**src/rtl/data_mux_seq_pkg.sv**
```systemverilog
// Shared types and default sizing for the data_mux_sequencer slice.
// Optional pause support is controlled by DATA_MUX_SEQ_PAUSE_EN in the top.
package data_mux_seq_pkg;

  localparam int DATA_W_DEF    = 2;
  localparam int NUM_SLOTS_DEF = 5;
  localparam int DWELL_W_DEF   = 8;
  localparam int IDX_W         = 3;

  typedef enum logic [1:0] {
    IDLE = 2'd0,
    RUN  = 2'd1,
    DONE = 2'd2
  } seq_state_e;

endpackage

```
**src/rtl/data_mux_sequencer_dwell_timer.sv**
```systemverilog
// Dwell down-counter: load wins, otherwise decrements toward zero unless frozen.
module dwell_timer #(
  parameter int W = 8
) (
  input  logic         clk,
  input  logic         rst_n_i,
  input  logic         load_i,
  input  logic [W-1:0] load_val_i,
  input  logic         freeze_i,
  output logic         zero_o
);

  logic [W-1:0] count_q;
  logic [W-1:0] count_d;

  always_comb begin
    count_d = count_q;
    if (load_i) begin
      count_d = load_val_i;
    end else if (!freeze_i && (count_q != '0)) begin
      count_d = count_q - W'(1);
    end
  end

  always_ff @(posedge clk or negedge rst_n_i) begin
    if (!rst_n_i) begin
      count_q <= '0;
    end else begin
      count_q <= count_d;
    end
  end

  assign zero_o = (count_q == '0);

endmodule

```
**src/rtl/data_mux_sequencer.sv**
```systemverilog
// Slot-table sequencer: steps a 5-slot data table on an internal dwell timer.
// Define DATA_MUX_SEQ_PAUSE_EN to add the 'pause' input that freezes a running sequence.
module data_mux_sequencer
  import data_mux_seq_pkg::*;
#(
  parameter int DATA_W    = DATA_W_DEF,
  parameter int NUM_SLOTS = NUM_SLOTS_DEF,
  parameter int DWELL_W   = DWELL_W_DEF
) (
  input  logic               clk,
  input  logic               reset,
  input  logic               start,
  input  logic               stop,
  input  logic               loopMode,
  input  logic [DWELL_W-1:0] dwell,
  input  logic               wrEn,
  input  logic [IDX_W-1:0]   wrAddr,
  input  logic [DATA_W-1:0]  wrData,
`ifdef DATA_MUX_SEQ_PAUSE_EN
  input  logic               pause,
`endif
  output logic [DATA_W-1:0]  currentData,
  output logic [IDX_W-1:0]   slotIndex,
  output logic               stepStrobe,
  output logic               busy,
  output logic               done
);

  localparam logic [IDX_W-1:0] LAST_IDX = IDX_W'(NUM_SLOTS - 1);

  seq_state_e state_q, state_d;
  logic [IDX_W-1:0]  idx_q, idx_d;
  logic              strobe_q, strobe_d;
  logic              loop_q, loop_d;
  logic [DATA_W-1:0] data_q;
  logic [DATA_W-1:0] slot_q [NUM_SLOTS];

  logic               pause_w;
  logic               tmr_load;
  logic [DWELL_W-1:0] tmr_val;
  logic               tmr_zero;
  logic [DWELL_W-1:0] reload_val;

`ifdef DATA_MUX_SEQ_PAUSE_EN
  assign pause_w = pause;
`else
  assign pause_w = 1'b0;
`endif

  // A dwell of 0 holds a slot for one cycle, same as a dwell of 1.
  assign reload_val = (dwell == '0) ? '0 : dwell - DWELL_W'(1);

  dwell_timer #(.W(DWELL_W)) u_timer (
    .clk        (clk),
    .rst_n_i    (reset),
    .load_i     (tmr_load),
    .load_val_i (tmr_val),
    .freeze_i   (pause_w || (state_q != RUN)),
    .zero_o     (tmr_zero)
  );

  always_comb begin
    state_d  = state_q;
    idx_d    = idx_q;
    strobe_d = 1'b0;
    loop_d   = loop_q;
    tmr_load = 1'b0;
    tmr_val  = reload_val;
    case (state_q)
      IDLE, DONE: begin
        if (start) begin
          state_d  = RUN;
          idx_d    = '0;
          tmr_load = 1'b1;
          loop_d   = loopMode;
        end
      end
      RUN: begin
        if (!pause_w && tmr_zero) begin
          if (idx_q < LAST_IDX) begin
            idx_d    = idx_q + IDX_W'(1);
            tmr_load = 1'b1;
            loop_d   = loopMode;
            strobe_d = 1'b1;
          end else if (loop_q) begin
            idx_d    = '0;
            tmr_load = 1'b1;
            loop_d   = loopMode;
            strobe_d = 1'b1;
          end else begin
            state_d = DONE;
          end
        end
      end
      default: state_d = IDLE;
    endcase
    // Abort overrides start and any step decided above.
    if (stop) begin
      state_d  = IDLE;
      idx_d    = '0;
      strobe_d = 1'b0;
      tmr_load = 1'b1;
      tmr_val  = '0;
    end
  end

  always_ff @(posedge clk or negedge reset) begin
    if (!reset) begin
      state_q  <= IDLE;
      idx_q    <= '0;
      strobe_q <= 1'b0;
      loop_q   <= 1'b0;
      data_q   <= '0;
    end else begin
      state_q  <= state_d;
      idx_q    <= idx_d;
      strobe_q <= strobe_d;
      loop_q   <= loop_d;
      data_q   <= slot_q[idx_q];
    end
  end

  for (genvar gi = 0; gi < NUM_SLOTS; gi++) begin : g_slot
    logic [DATA_W-1:0] val_q;
    always_ff @(posedge clk or negedge reset) begin
      if (!reset) begin
        val_q <= '0;
      end else if (wrEn && (wrAddr == IDX_W'(gi))) begin
        val_q <= wrData;
      end
    end
    assign slot_q[gi] = val_q;
  end

  assign currentData = data_q;
  assign slotIndex   = idx_q;
  assign stepStrobe  = strobe_q;
  assign busy        = (state_q == RUN);
  assign done        = (state_q == DONE);

endmodule

```
**config.mk**
```make
export PLATFORM = sky130hd
export DESIGN_NAME = data_mux_sequencer
export DESIGN_NICKNAME = d
export VERILOG_FILES = /design/src/rtl/data_mux_seq_pkg.sv /design/src/rtl/data_mux_sequencer_dwell_timer.sv /design/src/rtl/data_mux_sequencer.sv
export SDC_FILE = /design/constraint.sdc
export NUM_CORES = 1
export LEC_CHECK = 0
export BUFFER_PORTS_ARGS = -buffer_cell sky130_fd_sc_hd__buf_2
export CAP_MARGIN = 20
export CORE_MARGIN = 2
export CORE_UTILIZATION = 50
export DETAILED_ROUTE_END_ITERATION = 7
export PLACE_DENSITY = 0.72
export SLEW_MARGIN = 20
export SYNTH_ARGS = -nofsm -noshare
export SYNTH_HDL_FRONTEND = slang
export SYNTH_SLANG_ARGS = --single-unit
```
**constraint.sdc**
```tcl
create_clock -name clk -period 3.55 [get_ports clk]
set_clock_uncertainty 0.15 [all_clocks]
set_input_delay 0.1775 -clock clk [delete_from_list [all_inputs] [get_ports clk]]
set_output_delay 0.1775 -clock clk [all_outputs]
set_load 0.03 [all_outputs]
```
Word level (Yosys, flattened, before mapping)
Cells that the tools add are included.

Output and inout port bits: 8. Flip-flop bits (word level): 27.

Bitwise logic cells: 1. Reductions and logical operators: 19. Multiplexer cells: 32. Order comparisons: 2. Equal/unequal tests: 14. Add/subtract/negate cells: 3.

Operator list (number): two-way mux 8 bit (4); zero test 8 bit (2); subtractor 8 x 1 -> 8 bit, second input constant (2); two-way mux 3 bit (5); two-way mux 2 bit (7); two-way mux 1 bit (11); inequality test 3 bit, second input constant (3); AND reduction 4 bit (2); nonzero test 8 bit (1); binary-select mux 2 bit (select 3 bit) (1); equality test 3 x 2 -> 1 bit, second input constant (2); logical AND 1 bit (6); case mux 3 bit (2 select lines) (1); greater-or-equal comparator 4 bit, second input constant (1); inequality test 2 x 1 -> 1 bit, second input constant (2); inequality test 4 x 2 -> 1 bit, second input constant (1); inverter 3 -> 4 bit (1); case mux 1 bit (2 select lines) (2); case mux 2 bit (2 select lines) (1); nonzero test 2 bit (2); adder 3 x 1 -> 3 bit, second input constant (1); equality test 3 x 1 -> 1 bit, second input constant (1); equality test 3 bit, second input constant (1); zero test 3 bit (1); other kinds (10) (10).

Longest topological paths before layout
Gate-level depths: netlist of run 1.

Depth in word-level cells: 6. Gate-level depth with buffers: 6.

Hierarchy
A second synthesis of run 1 with hierarchy kept.

Cells, all modules: 172. Area, all modules: 1716.6 µm².

By module, submodules not included: data_mux_sequencer (cells an instance 114, area each 1179.9 µm², times used 1); dwell_timer (cells an instance 58, area each 536.8 µm², times used 1).

Worst setup path after synthesis of run 1
OpenSTA, ideal clock, no wires.

Kind: register to register. From: register u_timer.count_q[0]. To: register u_timer.count_q[7]. Clock period less this slack: 1.971 ns. Data required time: 3.299 ns. Slack: 1.579 ns. Buffers on the path: 0. Cell stages (with the launch flop): 7. Arrival time: 1.721 ns. Library setup time: 0.101 ns. Path through: dfrtp_1 inv_1 ha_1 or4b_4 nor4_4 nor2_1 o32ai_1.

Longest elaborated chain between the ends: 5.

RTL lines: from (decl) (line data_mux_sequencer_dwell_timer.sv:13) `logic [W-1:0] count_q;`; from (signal assigned) (line data_mux_sequencer_dwell_timer.sv:29) `count_q <= count_d;`; parallel branches: the longest is 5 deep, another holds subtractor 8 x 1 -> 8 bit.

Parallel ways; which one is timed is not known. The select of a mux whose other input is x is not followed. A chain may end at the register's enable or synchronous reset.

Worst setup path after layout of run 1
Ends and elaborated chain as after synthesis.

==> impl_results.md, run 1 <==
- Seq/Total Area, Yosys: 40.7%
- MaxCap Viol Count: 0
- Starting density of the core: 53.5%
- Initial DRC count: 121
- Area leader, netlist: dfrtp_1
- Final Instance Area: 0.00193 sq mm
- DP Cell Count: 237
- Pwr Density: 413 mW/mm^2
- CTS Buffer Depth: 2
- Inserted Diodes: 0
- First-pass GRT wire length: 6830 um
- Pre-antenna DRT Iters: 4
- Worst r2r src: u_timer.count_q[0]
- Final WL: 4230 um
- Max stage delay on crit path: 510 ps
- CTS Buf Count: 3
- Relative max-transition margin: 57.7%
- DR vias: 1,521
- Post-route setup TNS: 0 ps
- Share of layout cells above drive strength 1: 23.2%
- Post-synth ARST share: 100%
- Crit-path max FO: 7
- # clock sinks: 27
- Synthesized area per cell: 9.82 sq um
- Leakage: 0.000824 uW
- Tmin final: 2320 ps
- Final Hold Fails: 0
- F_max: 432 MHz
- R2R Path End: u_timer.count_q[7]
- Root Buffer: clkbuf_4
- Setup violations, final: 0
- Peak VDD IR: 179 uV
- Final #Nets: 228
- Hold Path Cell Cnt: 2
- CTS HTree Levels: 1
- Syn. warnings: 0
- Worst Path Required: 3660 ps
- Mapped Cells: 169
- Row count: 20
- DIE WIDTH: 61.6 um
- CP Capture Type: flop
- Total GRT Usage: 25.0%
- Synth top area cells: dfrtp_1, mux2_2, ha_1, a21oi_1, nor2_1
- PortBufs: 26
- Post-route ant nets: 0
- Mapped Area: 0.00166 sq mm
- Die area: 0.00380 sq mm
- Slew of the pin with the lowest slew margin: 632 ps
- Reg clk slew, reported paths: 160 ps
- CTS tree: done
- RSZ-0062 raised after global routing: no
- #FFs+latches synth: 27
- Largest net degree at the start of global routing: 28
- Post-CTS Resized: 0
- Top-level I/O count: 27
- Vert. Die Dim: 61.6 um
- Synth-to-layout area growth: 16.1%
- Netlist cell types: 42
- Status: finished clean
- Clk_lat worst skew: 340 ps
- Number of synthesized flops with an enable pin: 0
- Post-DP Area: 0.00184 sq mm
- Critical path arrival: 2430 ps
- DRC Markers: 0
- Wire per inst: 17.1 um
- Critical hold path startpoint: stop
- Period utilization: 65.3%
- Crit path kind: flop to flop
- GR Overflow Total: 0
- Worst Setup Start Kind: flop
- Vias per Instance: 6.16
- Post-DP HPWL: 3250 um
- GP Congestion: 0.868
- Cell Count, Final, Fillers Out: 247
- Initial antenna violation count: 0
- HP Class: input pin to flop
- Max-slew violation count: 0
- Syn Nets: 193
- Synth top area share: 40.7%
- Prevailing post-synth register cell: dfrtp_1
- Hold worst-path end: state_q[1]
- Core ar.: 0.00310 sq mm
- Worst-case reg-to-reg path depth: 6
- Worst-path cell chain: inv_1, ha_1, or4b_4, nor4_4, nor2_1, o32ai_1
- R2R Setup Slk: 1230 ps
- Vias in the first global route: 1,386
- Crit-path slowest cell: or4b_4
[worst max path at each step]
stage	from	end	slack, ps
finish	u_timer.count_q[0]	u_timer.count_q[7]	1230
global route	u_timer.count_q[0]	u_timer.count_q[7]	1080
CTS	u_timer.count_q[0]	u_timer.count_q[7]	1230
detailed placement	u_timer.count_q[0]	u_timer.count_q[7]	1280
global placement	u_timer.count_q[0]	u_timer.count_q[4]	1320
floorplan	u_timer.count_q[0]	u_timer.count_q[7]	1580
[critical path, delay by kind of cell, from the launching register on]
| family | cells | cell delay (ps) |
|---|---|---|
| buffers and inverters | 1 | 120 |
| and+or+nand+nor | 3 | 1010 |
| adders and majority gates | 1 | 240 |
| DFF | 1 | 420 |
| AOI/OAI and AO/OA | 1 | 280 |
[stage by stage]
stage | setup WS [ps] | power (uW) | hold slack, ps | util [%]
after global routing | 1080 | 850 | 32.3 | 62.1
after detailed placement | 1280 | 650 | 78.8 | 59.2
after CTS | 1230 | 798 | 24.5 | 62.1
final | 1230 | 796 | 28.1 | 62.1
after floorplan | 1580 | 566 | -268 | -
after global placement | 1320 | 643 | 57.8 | 59.2
[area by class of cell]
class / count / area (sq um)
Tap cell: 44 / 55.1
Multi-Input combinational cell: 129 / 935
Fill cell: 297 / 1180
Timing Repair Buffer: 32 / 190
Inverter: 11 / 41.3
Sequential cell: 27 / 676
Clock buffer: 3 / 22.5
Clock inverter: 1 / 7.51
[registers in the layout, summed over array words and instances (netlist names)]
register and flops:
currentData 2, slotIndex 3, stepStrobe 1, loop_q 1, state_q 2, g_slot.val_q 10, u_timer.count_q 8
[cells in the mapped netlist (3+ instances only)]
cell / count
nand2b_1: 4
a21oi_1: 11
dfrtp_1: 27
o21ai_0: 4
mux2_2: 11
nor3_1: 8
a31oi_1: 3
nand2_1: 8
nand3_1: 9
o31ai_1: 3
inv_1: 11
ha_1: 5
nand4_1: 3
nor2b_1: 4
nor3b_1: 5
o211ai_1: 4
nor2_1: 14
[power by group]
group	leakage, uW	switching (uW)	internal, uW
combinational	0.000471	140	106
clock	0.0000139	102	43.4
sequential	0.000339	47.6	357
total	0.000824	290	506
[kinds of logic (layout without fill, tap and decap cells)]
| kind of cell | count (synthesis) | in the layout | share of synthesized area, % |
|---|---|---|---|
| compound gates | 39 | 39 | 15.8 |
| fa+ha+maj | 5 | 5 | 3.77 |
| buf+inv | 13 | 47 | 2.94 |
| simple gates | 67 | 67 | 23.8 |
| mux | 14 | 14 | 10.8 |
| xor+xnor | 4 | 4 | 2.11 |
| flops | 27 | 27 | 40.7 |
[routing by layer]
layer	track usage [%]	wire [um]
met5	0	0
met4	10.0	74
met3	1.47	228
met2	38.2	2020
met1	36.8	1910
[placed cells by master, fill, tap and decap left out, types with 6 or more instances in the layout]
| cell | count |
|---|---|
| nor2_1 | 14 |
| nand2_1 | 8 |
| dlygate4sd3_1 | 6 |
| inv_1 | 11 |
| mux2_2 | 11 |
| a21oi_1 | 11 |
| nand3_1 | 9 |
| dfrtp_1 | 27 |
| buf_2 | 26 |
| nor3_1 | 8 |
[timing repair]
item	CTS	global route
hold endpoints to repair	40	0
endpoints found under the setup margin	0	0
hold buffers	6	0
setup buffers	0	0
Note: power is estimated with default switching activity, not from simulation.
==> run 2: changes to the inputs <==
- clock period: 3.55 -> 2.4 ns (I/O delays scaled with it)
==> impl_results.md, run 2 (synthesized netlist as in run 1, its figures left out) <==
- # clock sinks: 27
- Post-CTS Resized: 0
- PortBufs: 26
- RSZ-0062 raised after global routing: no
- Setup violations, final: 0
- NetSw: 443 uW
- Post-route setup TNS: 0 ps
- HP Class: input pin to flop
- Hold buffers post-CTS: 10
- Worst-case reg-to-reg path depth: 8
- WP depth: 8
- Max stage delay on crit path: 540 ps
- Final-layout fill cell count: 280
- CP Capture Type: flop
- GR Overflow Total: 0
- Starting density of the core: 53.5%
- Most frequent cells in the layout: dfrtp_1, buf_2, nor2_1
- Top-level I/O count: 27
- Crit-path max FO: 6
- Commonest non-fill, non-tap cell in the layout: dfrtp_1
- MaxCap Viol Count: 0
- Worst Setup Start Kind: flop
- Vias per Instance: 6.01
- Vert. Die Dim: 61.6 um
- R2R Setup Slk: 100 ps
- Post-DP HPWL: 3250 um
- Clock Power Share: 18.1%
- Crit-path slowest cell: dlygate4sd3_1
- Initial antenna violation count: 0
- Core ar.: 0.00310 sq mm
- Peak VDD IR: 341 uV
- Wire per inst: 17.1 um
- Final worst setup slack: 95.4 ps
- Worst Path Required: 2560 ps
- CTS HTree Levels: 1
- Clk_lat worst skew: 350 ps
- Leakage: 0.000859 uW
- Total internal power: 774 uW
- First-pass GRT wire length: 7180 um
- Total GRT Usage: 26.0%
- Inserted Diodes: 0
- Die area: 0.00380 sq mm
- Period utilization: 96.0%
- DRC Markers: 0
- CTS Buffer Depth: 2
- Final Hold Fails: 0
- DIE WIDTH: 61.6 um
- Pre-antenna DRT Iters: 4
- Critical path arrival: 2460 ps
- Critical path origin: u_timer.count_q[0]
- Row count: 20
- DR vias: 1,527
- DP Cell Count: 240
- Largest net degree at the start of global routing: 28
- Worst-path cell chain: inv_1, ha_1, nor3b_1, buf_4, nand3_1, a2bb2oi_1, nor2_1, dlygate4sd3_1
- Switch share: 36.4%
- Seq pwr share: 48.4%
- GP Congestion: 0.902
- Tmin final: 2300 ps
- CTS Buf Count: 3
- Top Family by Delay on Critical Path: buffers and inverters
- Postcts setup bufs: 0
- Initial DRC count: 80
- Dpl ws: 212 ps
- Cell Count, Final, Fillers Out: 254
- Max-slew violation count: 0
- Post-route ant nets: 0
- CP endpoint: state_q[1]
- F_max: 434 MHz
- Reg clk slew, reported paths: 160 ps
- Max FFs per register: 10
- R2R Path End: state_q[1]
- Share of layout cells above drive strength 1: 23.8%
- Pwr Density: 611 mW/mm^2
- Vias in the first global route: 1,473
- Final #Nets: 235
- Synth-to-layout area growth: 19.9%
- Worst r2r src: u_timer.count_q[0]
- Reg with most FFs: g_slot.val_q
- Slew of the pin with the lowest slew margin: 616 ps
- Root Buffer: clkbuf_4
- CTS tree: done
- Crit path kind: flop to flop
- Crit path buf inv count: 3
- Status: finished clean
- Relative max-transition margin: 58.9%
- Logic pwr share: 33.5%
- Final WL: 4340 um
[run 2: cell types whose count changed in the layout (fill, tap and decap cells not counted)]
cell / delta
dlygate4sd3_1: +4
buf_4: +3
[run 2: metrics by stage]
step	hold WS [ps]	area [sq um]	utilization, %	total power [uW]
2_1_floorplan	-326	1660	-	838
3_3_place_gp	3.42	1860	59.9	980
3_5_place_dp	17.0	1860	59.9	988
4_1_cts	8.76	1990	64.1	1220
5_1_grt	29.3	1990	64.1	1290
6_report	4.70	1990	64.1	1220
[run 2: how the worst min path moves through the flow]
stage / startpoint / cells past startpoint / end / slack [ps]
floorplan: reset / 0 / currentData[0] / -330
global placement: reset / 1 / u_timer.count_q[1] / 3
detailed placement: reset / 1 / stepStrobe / 20
CTS: dwell[2] / 4 / u_timer.count_q[2] / 9
global route: dwell[5] / 3 / u_timer.count_q[5] / 30
finish: dwell[3] / 3 / u_timer.count_q[3] / 5
[run 2: area by class of cell]
type | instances | area [sq um] | area share [%]
inverter | 11 | 41.3 | 2.08
clock buffer | 3 | 22.5 | 1.13
multi-input combinational | 129 | 935 | 47.0
tap | 44 | 55.1 | 2.77
sequential | 27 | 676 | 34.0
timing repair buffer | 39 | 253 | 12.7
clock inverter | 1 | 7.51 | 0.377
[run 2: tightest hold or removal path: cells and delay by family]
kind / cells / cell delay [ps]
AOI/OAI and AO/OA: 1 / 160
buffers and inverters: 1 / 120
xor gates and xnor gates: 1 / 70
[run 2: layer usage]
layer,part of all wire (%),global-route usage [%]
met2,48,40.8
met5,0,0
met3,5.5,3.57
met1,44,36.7
met4,1.8,9.42
[run 2: power groups by stage]
stage	Combinational (uW)	Sequential (uW)	Clock [uW]
3_5_place_dp	391	597	0
2_1_floorplan	234	604	0
5_1_grt	445	600	247
3_3_place_gp	388	592	0
4_1_cts	402	588	226
6_report	407	588	220
==> run 3: changes to the inputs <==
- CTS_BUF_LIST: not set -> sky130_fd_sc_hd__clkbuf_8
- SLEW_MARGIN: 20 -> 10
==> impl_results.md, run 3 (synthesized netlist as in run 1, its figures left out) <==
- Status: finished clean
- Slew of the pin with the lowest slew margin: 619 ps
- # clock sinks: 27
- MaxCap Viol Count: 0
- Post-route ant nets: 0
- Total GRT Usage: 25.1%
- Worst r2r src: u_timer.count_q[0]
- Pre-antenna DRT Iters: 5
- Vert. Die Dim: 61.6 um
- Final WL: 4220 um
- Postcts setup bufs: 0
- Setup violations, final: 0
- Largest net degree at the start of global routing: 28
- Crit path buf inv count: 1
- Final Util: 62.8%
- Worst-path cell chain: inv_1, ha_1, or4b_4, nor4_4, o21ai_1, o211ai_1
- CTS tree: done
- Core ar.: 0.00310 sq mm
- Critical path origin: u_timer.count_q[0]
- Pwr Density: 647 mW/mm^2
- Vias per Instance: 6.04
- GP Congestion: 0.902
- Max stage delay on crit path: 510 ps
- Final #Nets: 229
- Inserted Diodes: 0
- First-pass GRT wire length: 7030 um
- Vias in the first global route: 1,440
- Peak VDD IR: 293 uV
- Starting density of the core: 53.5%
- R2R Setup Slk: 150 ps
- Top-level I/O count: 27
- DR vias: 1,498
- Leakage: 0.000839 uW
- Commonest non-fill, non-tap cell in the layout: dfrtp_1
- Total power: 1260 uW
- Post-route setup TNS: 0 ps
- F_max: 445 MHz
- Post-CTS Resized: 0
- Worst Path Required: 2450 ps
- Row count: 20
- DRC Markers: 0
- Critical path arrival: 2300 ps
- Root Buffer: clkbuf_8
- Max-slew violation count: 0
- Critical hold path startpoint: wrData[0]
- Post-DP Area: 0.00186 sq mm
- CTS Buf Count: 3
- Crit path kind: flop to flop
- CTS HTree Levels: 1
- Die area: 0.00380 sq mm
- PortBufs: 26
- Crit-path slowest cell: or4b_4
- Top Family by Delay on Critical Path: simple AND/OR/NAND/NOR gates
- Clk_lat worst skew: 280 ps
- GR Overflow Total: 0
- Relative max-transition margin: 58.8%
- DIE WIDTH: 61.6 um
- Crit-path max FO: 7
- Reg clk slew, reported paths: 100 ps
- Wire per inst: 17.0 um
- Worst Setup Start Kind: flop
- Tmin final: 2250 ps
- Most frequent cells in the layout: dfrtp_1, buf_2, nor2_1
- Max FFs per register: 10
- Synth-to-layout area growth: 17.4%
- CP Capture Type: flop
- Post-DP HPWL: 3250 um
- Final Instance Area: 0.00195 sq mm
- Final Hold Fails: 0
- Share of layout cells above drive strength 1: 24.5%
- Period utilization: 93.6%
- CTS Buffer Depth: 2
- HP Class: input pin to flop
- Initial DRC count: 80
- RSZ-0062 raised after global routing: no
- Reg with most FFs: g_slot.val_q
- Initial antenna violation count: 0
==> run 3: changes by cell type in the layout (fill, tap and decap cells not counted), sizes merged <==
| cell | change |
|---|---|
| dlygate4sd3 | -6 |
==> run 3: final timing paths <==
check | endpoint | cells after the start
max | u_timer.count_q[4] | 6
max in group asynchronous | g_slot[0].val_q[1] | 2
min reg2reg | currentData[1] | 2
min in group asynchronous | stepStrobe | 2
max reg2reg | u_timer.count_q[4] | 6
min | g_slot[3].val_q[0] | 2
==> run 3: metrics by stage <==
stage / hold slack, ps / worst slack [ps] / cells
finish: 9.08 / 155 / 248
global route: 17.0 / 46.3 / 248
CTS: 6.39 / 174 / 248
detailed placement: 17.0 / 212 / 240
global placement: 3.42 / 231 / 240
floorplan: -326 / 429 / 169
==> run 3: layout make-up <==
cell class                      instances  area (sq um)
Tap cell                               44          55.1
Sequential cell                        27           676
Multi-Input combinational cell        129           935
Timing Repair Buffer                   33           193
Clock buffer                            3          41.3
Inverter                               11          41.3
Clock inverter                          1          7.51
Fill cell                             284          1150
==> run 3: routing by layer <==
| metal | track usage [%] | vias up | share of wire (%) |
|---|---|---|---|
| met2 | 40.2 | 56 | 49 |
| met1 | 36.3 | 728 | 45 |
| met4 | 6.69 | 0 | 1.1 |
| li1 | - | 708 | - |
| met3 | 2.31 | 6 | 5.7 |
| met5 | 0 | - | 0 |
==> run 3: repair_timing <==
item	in CTS	in global routing
endpoints found under the setup margin	0	0
hold buffers	4	0
hold endpoints to repair	33	0
==> run 3: worst reg2reg max path, stage by stage, from the launching register on <==
cell	delay, ps
dfrtp_1	400
inv_1	120
ha_1	250
or4b_4	520
nor4_4	310
o21ai_1	190
o211ai_1	220
==> run 3: report_power, final <==
group	switching, uW	internal (uW)	total (uW)
Combinational	225	175	400
Clock	153	118	271
Sequential	60.3	529	589
